<file path="src/rtl/tt_sweep_capture.sv">
// tt_sweep_capture: drives a 3-input gate through all eight input vectors and
// samples its output after SETTLE extra hold cycles per vector. The measured
// truth table is assembled MSB-first (vector 000 -> bit 7) and compared
// against EXPECTED.
// Optional feature: define TT_SWEEP_ERRCNT_EN to count mismatching table bits
// on err_cnt; otherwise err_cnt is tied to zero.
module tt_sweep_capture #(
  parameter int unsigned SETTLE   = 3,
  parameter logic [7:0]  EXPECTED = 8'hB2
) (
  input  logic       clk,
  input  logic       rst,
  input  logic       start,
  input  logic       abort,
  input  logic       dut_out,
  output logic       drv_in1,
  output logic       drv_in2,
  output logic       drv_in3,
  output logic       busy,
  output logic       done,
  output logic [7:0] tt_q,
  output logic       match,
  output logic [3:0] err_cnt
);

  typedef enum logic [1:0] {
    IDLE,
    SWEEP,
    DONE
  } state_t;

  localparam logic [7:0] SETTLE_C = 8'(SETTLE);

  state_t     state_q;
  logic [2:0] v_q;
  logic [7:0] hold_q;
  logic [7:0] shadow_q;
  logic [7:0] shadow_d;
  logic       busy_q;
  logic       done_q;
  logic       match_q;
  logic       start_acc;
  logic       sample;
  logic       last_sample;

  // Sweep control strobes and the shadow table with the current sample merged in
  always_comb begin
    start_acc   = (state_q == IDLE) && start && !abort;
    sample      = (state_q == SWEEP) && !abort && (hold_q == SETTLE_C);
    last_sample = sample && (v_q == 3'd7);
    shadow_d    = shadow_q;
    shadow_d[~v_q] = dut_out;
  end

  // Sweep FSM: vector index, hold counter, shadow capture and result publication
  always_ff @(posedge clk) begin
    if (rst) begin
      state_q  <= IDLE;
      v_q      <= '0;
      hold_q   <= '0;
      shadow_q <= '0;
      tt_q     <= '0;
      match_q  <= 1'b0;
      busy_q   <= 1'b0;
      done_q   <= 1'b0;
    end else begin
      case (state_q)
        IDLE: begin
          done_q <= 1'b0;
          if (start_acc) begin
            state_q  <= SWEEP;
            v_q      <= '0;
            hold_q   <= '0;
            shadow_q <= '0;
            busy_q   <= 1'b1;
          end
        end
        SWEEP: begin
          if (abort) begin
            state_q <= IDLE;
            v_q     <= '0;
            hold_q  <= '0;
            busy_q  <= 1'b0;
          end else if (sample) begin
            shadow_q <= shadow_d;
            hold_q   <= '0;
            // v wraps 7 -> 0 here, so the gate inputs return to 000 in DONE
            v_q      <= v_q + 3'd1;
            if (last_sample) begin
              state_q <= DONE;
              tt_q    <= shadow_d;
              match_q <= (shadow_d == EXPECTED);
              busy_q  <= 1'b0;
              done_q  <= 1'b1;
            end
          end else begin
            hold_q <= hold_q + 8'd1;
          end
        end
        DONE: begin
          state_q <= IDLE;
          done_q  <= 1'b0;
        end
        default: begin
          state_q <= IDLE;
          v_q     <= '0;
          hold_q  <= '0;
          busy_q  <= 1'b0;
          done_q  <= 1'b0;
        end
      endcase
    end
  end

  assign drv_in1 = v_q[2];
  assign drv_in2 = v_q[1];
  assign drv_in3 = v_q[0];
  assign busy    = busy_q;
  assign done    = done_q;
  assign match   = match_q;

`ifdef TT_SWEEP_ERRCNT_EN
  logic [3:0] err_acc_q;
  logic [3:0] err_acc_d;

  // Running mismatch count for the current sweep including this sample
  always_comb begin
    err_acc_d = err_acc_q + {3'b000, (dut_out != EXPECTED[~v_q])};
  end

  // Accumulate per sample; clear on sweep start, publish only on completion
  always_ff @(posedge clk) begin
    if (rst) begin
      err_acc_q <= '0;
      err_cnt   <= '0;
    end else if (start_acc) begin
      err_acc_q <= '0;
    end else if (sample) begin
      err_acc_q <= err_acc_d;
      if (last_sample) begin
        err_cnt <= err_acc_d;
      end
    end
  end
`else
  assign err_cnt = '0;
`endif

endmodule

</file>
<file path="config.mk">
export PLATFORM = sky130hd
export DESIGN_NAME = tt_sweep_capture
export DESIGN_NICKNAME = d
export VERILOG_FILES = /design/src/rtl/tt_sweep_capture.sv
export SDC_FILE = /design/constraint.sdc
export NUM_CORES = 1
export LEC_CHECK = 0
export CAP_MARGIN = 20
export CORE_MARGIN = 2
export CORE_UTILIZATION = 48
export CTS_BUF_LIST = sky130_fd_sc_hd__clkbuf_16
export DETAILED_ROUTE_END_ITERATION = 8
export HOLD_SLACK_MARGIN = 0.15
export PLACE_DENSITY_LB_ADDON = 0.2
export SLEW_MARGIN = 20
export SYNTH_ARGS = -nofsm -noshare
export SYNTH_HDL_FRONTEND = slang
export SYNTH_SLANG_ARGS = --single-unit
</file>
<file path="constraint.sdc">
create_clock -name clk -period 1.6 [get_ports clk]
set_clock_uncertainty 0.1 [all_clocks]
set_input_delay 0.16 -clock clk [delete_from_list [all_inputs] [get_ports clk]]
set_output_delay 0.16 -clock clk [all_outputs]
set_load 0.02 [all_outputs]
</file>
Word level (Yosys, flattened, before mapping)
Index checks and enable logic that the tools add are counted.
W data, S select, Z words.

storage, ports and cells
  register bits = 32
  latch bits = 0
  RAM bits = 0
  memory bits (read-only) = 0
  input port bits = 5
  output and inout bits = 18
  memories = 0

operators by class
  add/sub/neg operators = 2
  multiply operators = 0
  div/mod/pow operators = 0
  magnitude comparators = 2
  equality and inequality tests = 10
  shifts and indexed selects = 0
  multiplexer cells = 24
  bitwise logic cells = 4
  reduce and logical (&&, ||, !) cells = 17

operators with widths
  operator               count
  $mux W8                5
  $pmux W8 S3            1
  $pmux W8 S2            1
  $reduce_and A4 Y1      3
  $mux W3                3
  $pmux W3 S3            1
  $reduce_and A3 Y1      3
  $add A8 B1 Y8 const B  1
  $bwmux W8              1
  $eq A8 B2 Y1 const B   1
  $eq A8 B8 Y1 const B   1
  $mux W2                4
  $logic_and A1 B1 Y1    6
  $ne A2 B2 Y1 const B   3
  $ne A3 B3 Y1 const B   2
  $mux W1                5
  $lt A3 B4 Y1 const B   1
  $pmux W2 S2            1
  $add A3 B1 Y3 const B  1
  $demux W1 S3           1
  $eq A3 B3 Y1 const B   1
  $ge A3 B1 Y1 const B   1
  $not A1 Y1             3
  $not A3 Y3             1
  other kinds (8)        8

Depth between registers and ports, before layout
  depth after elaboration = 9
  depth in mapped cells = 7
  depth with buffers taken out = 5

Worst setup path before layout
OpenSTA, ideal clock, no wires.

  path type = reg2reg
  start point = reg v_q[2]
  end point = reg match_q, in the netlist match
  arrival = 1.648 ns
  data required time = 1.416 ns
  path slack = -0.232 ns
  stages on the path, launching flop included = 7
  cell sequence = dfxtp_1 > buf_6 > and3_4 > buf_6 > or4b_1 > a32o_1 > o31ai_2

on the way
  cells in the longest elaborated chain, start to end = 7
  elaborated cells between the ends (all ways) = 11
  classes of those cells = order compare (2); eq/ne (2); mux (3); bitwise (1); reduce/logical (3)

ends and longest elaborated chain
  item                                                                       line  source
  start, declared                                                            35    logic [2:0] v_q;
  start signal, assigned                                                     88    v_q <= v_q + 3'd1;
  $not A3 Y3                                                                 52    shadow_d[~v_q] = dut_out;
  $lt A3 B4 Y1 (not written as such) / $ge A3 B1 Y1 (equally long branches)  52
  $logic_and A1 B1 Y1 (not written as such)                                  52
  $mux W1 (not written as such)                                              52
  $demux W1 S3                                                               52
  $bwmux W8                                                                  52
  $eq A8 B8 Y1                                                               92    match_q <= (shadow_d == EXPECTED);
  end signal, assigned                                                       92
  end, declared                                                              41    logic match_q;

Several ways; a longest one is shown, not always the timed one.
A chain may end at the register's enable or synchronous reset.

Worst setup path after layout
  start point = reg hold_q[1]
  end point = reg shadow_q[5]

on the way
  cells in the longest elaborated chain, start to end = 4

ends and longest elaborated chain
  item                         line  source
  start, declared              36    logic [7:0] hold_q;
  start signal, assigned       97    hold_q <= hold_q + 8'd1;
  $eq A8 B2 Y1                 49    sample = (state_q == SWEEP) && !abort && (hold_q == SETTLE_C);
  $logic_and A1 B1 Y1          49
  $ne A2 B2 Y1 (no line)       --
  $reduce_and A4 Y1 (no line)  --
  end signal, assigned         85    shadow_q <= shadow_d;
  end, declared                37    logic [7:0] shadow_q;

No other way between the ends.

==> metrics <==
post-synthesis sequential area ratio=roughly two fifths; CP Launch Type=flip-flop; ant diodes=0; Area growth syn-to-layout=53.6%; Die W=62.8 um; Worst VDD drop=0.00105 V; DR vias=~1.6k; GPL Wtd Cong=between 0.7 and 0.8; Vias/cell=about 5.7; Nets=about 240; total wire length=between 4000 and 5000 um; count of buffers from port buffering=18; post-synthesis cell type count=47; total power=around 2.0 mW; power share of the combinational group=under 10%; flop-to-flop setup slack=-190 ps; Starting Density=approximately half; Crit Path Class=flip-flop to flip-flop; Synth area leader=dfxtp_1; FF+latch count, synth=32; Post-synth ARST share=0%; Net Sw Frac=around a fifth; Synth top area share=38.6%; initial antenna violation count=0; synth warn=0; Power Internal=~1.6 mW; setup TNS=-2440 ps; final hold violation count=0; largest net degree at the start of global routing=12; DR iter-0 viols=around 120; min-delay worst type=flip-flop to flip-flop; row cnt=21; Worst-Skew Late Latency=about 280 ps; CTS tree=yes; H-tree depth=2; fillers=around 220; Die H=62.8 um; Die Area=roughly 0.0039 mm^2; crit-path cells=ha_4, nor4b_4, buf_4, nand3_4, buf_6, mux2_4, nor2_2; DRC violations left=0; Synth Flop Type=dfxtp_1; Max Root-Sink Buffers=2; Clk network pwr share=53.3%; Max Clock Freq=around 0.56 GHz; CTS clk-pin slew, worst paths=approximately 50 ps; Worst Path Arrival=about 1900 ps; CTS root buffer=clkbuf_16; status=complete, but fails checks; Crit-path slowest cell=dfxtp_2; clock sink count=32; gr ovfl total=0; Worst setup EP type=flip-flop; synthesized cell area=approximately 0.0017 mm^2; P per Cell Area=794 mW/mm^2; ranking of synthesized cells by area=dfxtp_1, nor2_1, mux2i_1; DRT Pass-1 Iters=4; # Max-Cap Violations=0; syn_area_per_cell=a little over 9 um^2; min cycle time layout=~1800 ps; Final ANT Viol Nets=0; number of flops mapped to enable cells by yosys=0; hpwl dp=slightly below 3000 um; global-route wire length before repair=around 7400 um; GRT Total Usage=between 20% and 30%; Psw=between 400 and 500 uW; max-slew violation count=0; final cycle utilization of the critical path=112%; Cells after Synth=between 150 and 200; Design Area, Final=0.00255 mm^2; # IOs=23; Seq pwr share=40.1%; RSZ-0062 raised after global routing=yes; Core Region=roughly 0.0033 mm^2; share of cells above drive strength 1=between 40 and 50%; Final WS setup=-191 ps; vias in the first global route=1569; final setup vio count=31; WL/cell=around 17 um; WP data required=between 1500 and 2000 ps; placement-stage cell area=about 0.0021 mm^2; CP peak stage delay=350 ps; failing checks=setup timing; Num CTS Buffers=5; crit-path max FO=7; Leak=around 0.99 nW
## final cells by class
| cell class | instances | area (um^2) | share of cell area [%] |
|---|---|---|---|
| clock buffers | 5 | 125 | 4.91 |
| clock inverters | 3 | 42.5 | 1.67 |
| inverters | 4 | 15.0 | 0.589 |
| multi-input cells | 132 | 1110 | 43.7 |
| flip-flops and latches | 32 | 648 | 25.4 |
| well taps | 46 | 57.6 | 2.26 |
| repair buffers | 60 | 546 | 21.4 |
## metrics by stage
step	instances	setup WS [ps]	hold slack, ps	util [%]
after floorplan	183	-182	139	-
final	282	-191	409	76.4
after CTS	282	-90.5	382	71.7
after detailed placement	268	-276	370	63.9
after global routing	282	-234	423	76.4
after global placement	268	-267	362	63.9
## final timing paths
kind / cells after the start / from / endpoint
max: 7 / hold_q[1] / shadow_q[5]
min: 2 / busy / busy
max reg2reg: 7 / hold_q[1] / shadow_q[5]
min reg2reg: 2 / busy / busy
## power by group through the flow
stage	sequential [mW]	combinational, mW	clock, mW
6_report	0.811	0.135	1.08
5_1_grt	0.811	0.142	1.13
4_1_cts	0.810	0.119	1.09
3_5_place_dp	0.827	0.113	0
3_3_place_gp	0.826	0.110	0
2_1_floorplan	0.827	0.0637	0
## synthesized netlist by cell type (4+ instances only)
cell type	instances
nand3b_1	6
dfxtp_1	32
nand2_1	8
mux2_2	6
a21oi_1	6
buf_4	5
a211oi_1	8
nor2_1	24
inv_1	4
mux2i_1	8
o21ai_0	7
clkbuf_1	5
xor2_1	6
## repair_timing
action / 4_1_cts / 5_1_grt
hold buffers: 0 / 0
setup buffers: 5 / 0
gates cloned: 1 / 0
resized for setup: 18 / 38
pin swaps: 8 / 12
endpoints found under the setup margin: 31 / 31
## critical path: cells and delay by family (launching register included)
kind | cells | cell delay, ps
buf+inv | 2 | 360
fa+ha+maj | 1 | 160
simple gates | 3 | 460
mux | 1 | 310
flops | 1 | 350
## kinds of logic after synthesis
family	Yosys count	synth area share (%)
simple gates	71	25.6
compound gates	33	14.1
flops	32	38.6
buf+inv	19	6.56
mux	14	8.90
xor+xnor	7	3.70
fa+ha+maj	3	2.26
other cells	1	0.226
## sequential cells by signal, indices dropped and copies added (netlist names)
signal and count:
busy 1, done 1, hold_q 8, match 1
shadow_q 8, state_q 2, tt_q 8, v_q 3
## cells in the final DEF, fill, tap and decap left out, types with 2 or more instances in the layout
master,n
o21ai_1,2
a21oi_1,4
or3_1,2
dlygate4sd2_1,3
dfxtp_1,26
nor2_4,2
dfxtp_2,6
o21ai_0,6
nor3b_2,3
a21oi_2,2
nand3_1,2
o2111ai_1,2
xor2_1,6
buf_4,34
nor4bb_1,2
mux2_2,5
a211oi_2,8
nor2_1,15
buf_6,5
a2bb2o_1,2
inv_1,3
clkbuf_16,5
buf_12,2
nand3b_1,6
nand2_1,7
mux2i_1,8
nor2_2,7
clkdlybuf4s50_1,14
conb_1,4
and2_1,2
or4b_4,2
## per-layer routing
layer / global-route usage (%) / part of all wire (%)
met5: 0 / 0
met4: 11.9 / 3.7
met3: 6.67 / 4.5
met2: 39.5 / 51
met1: 29.3 / 41
Power figures use the tool's default switching activity.
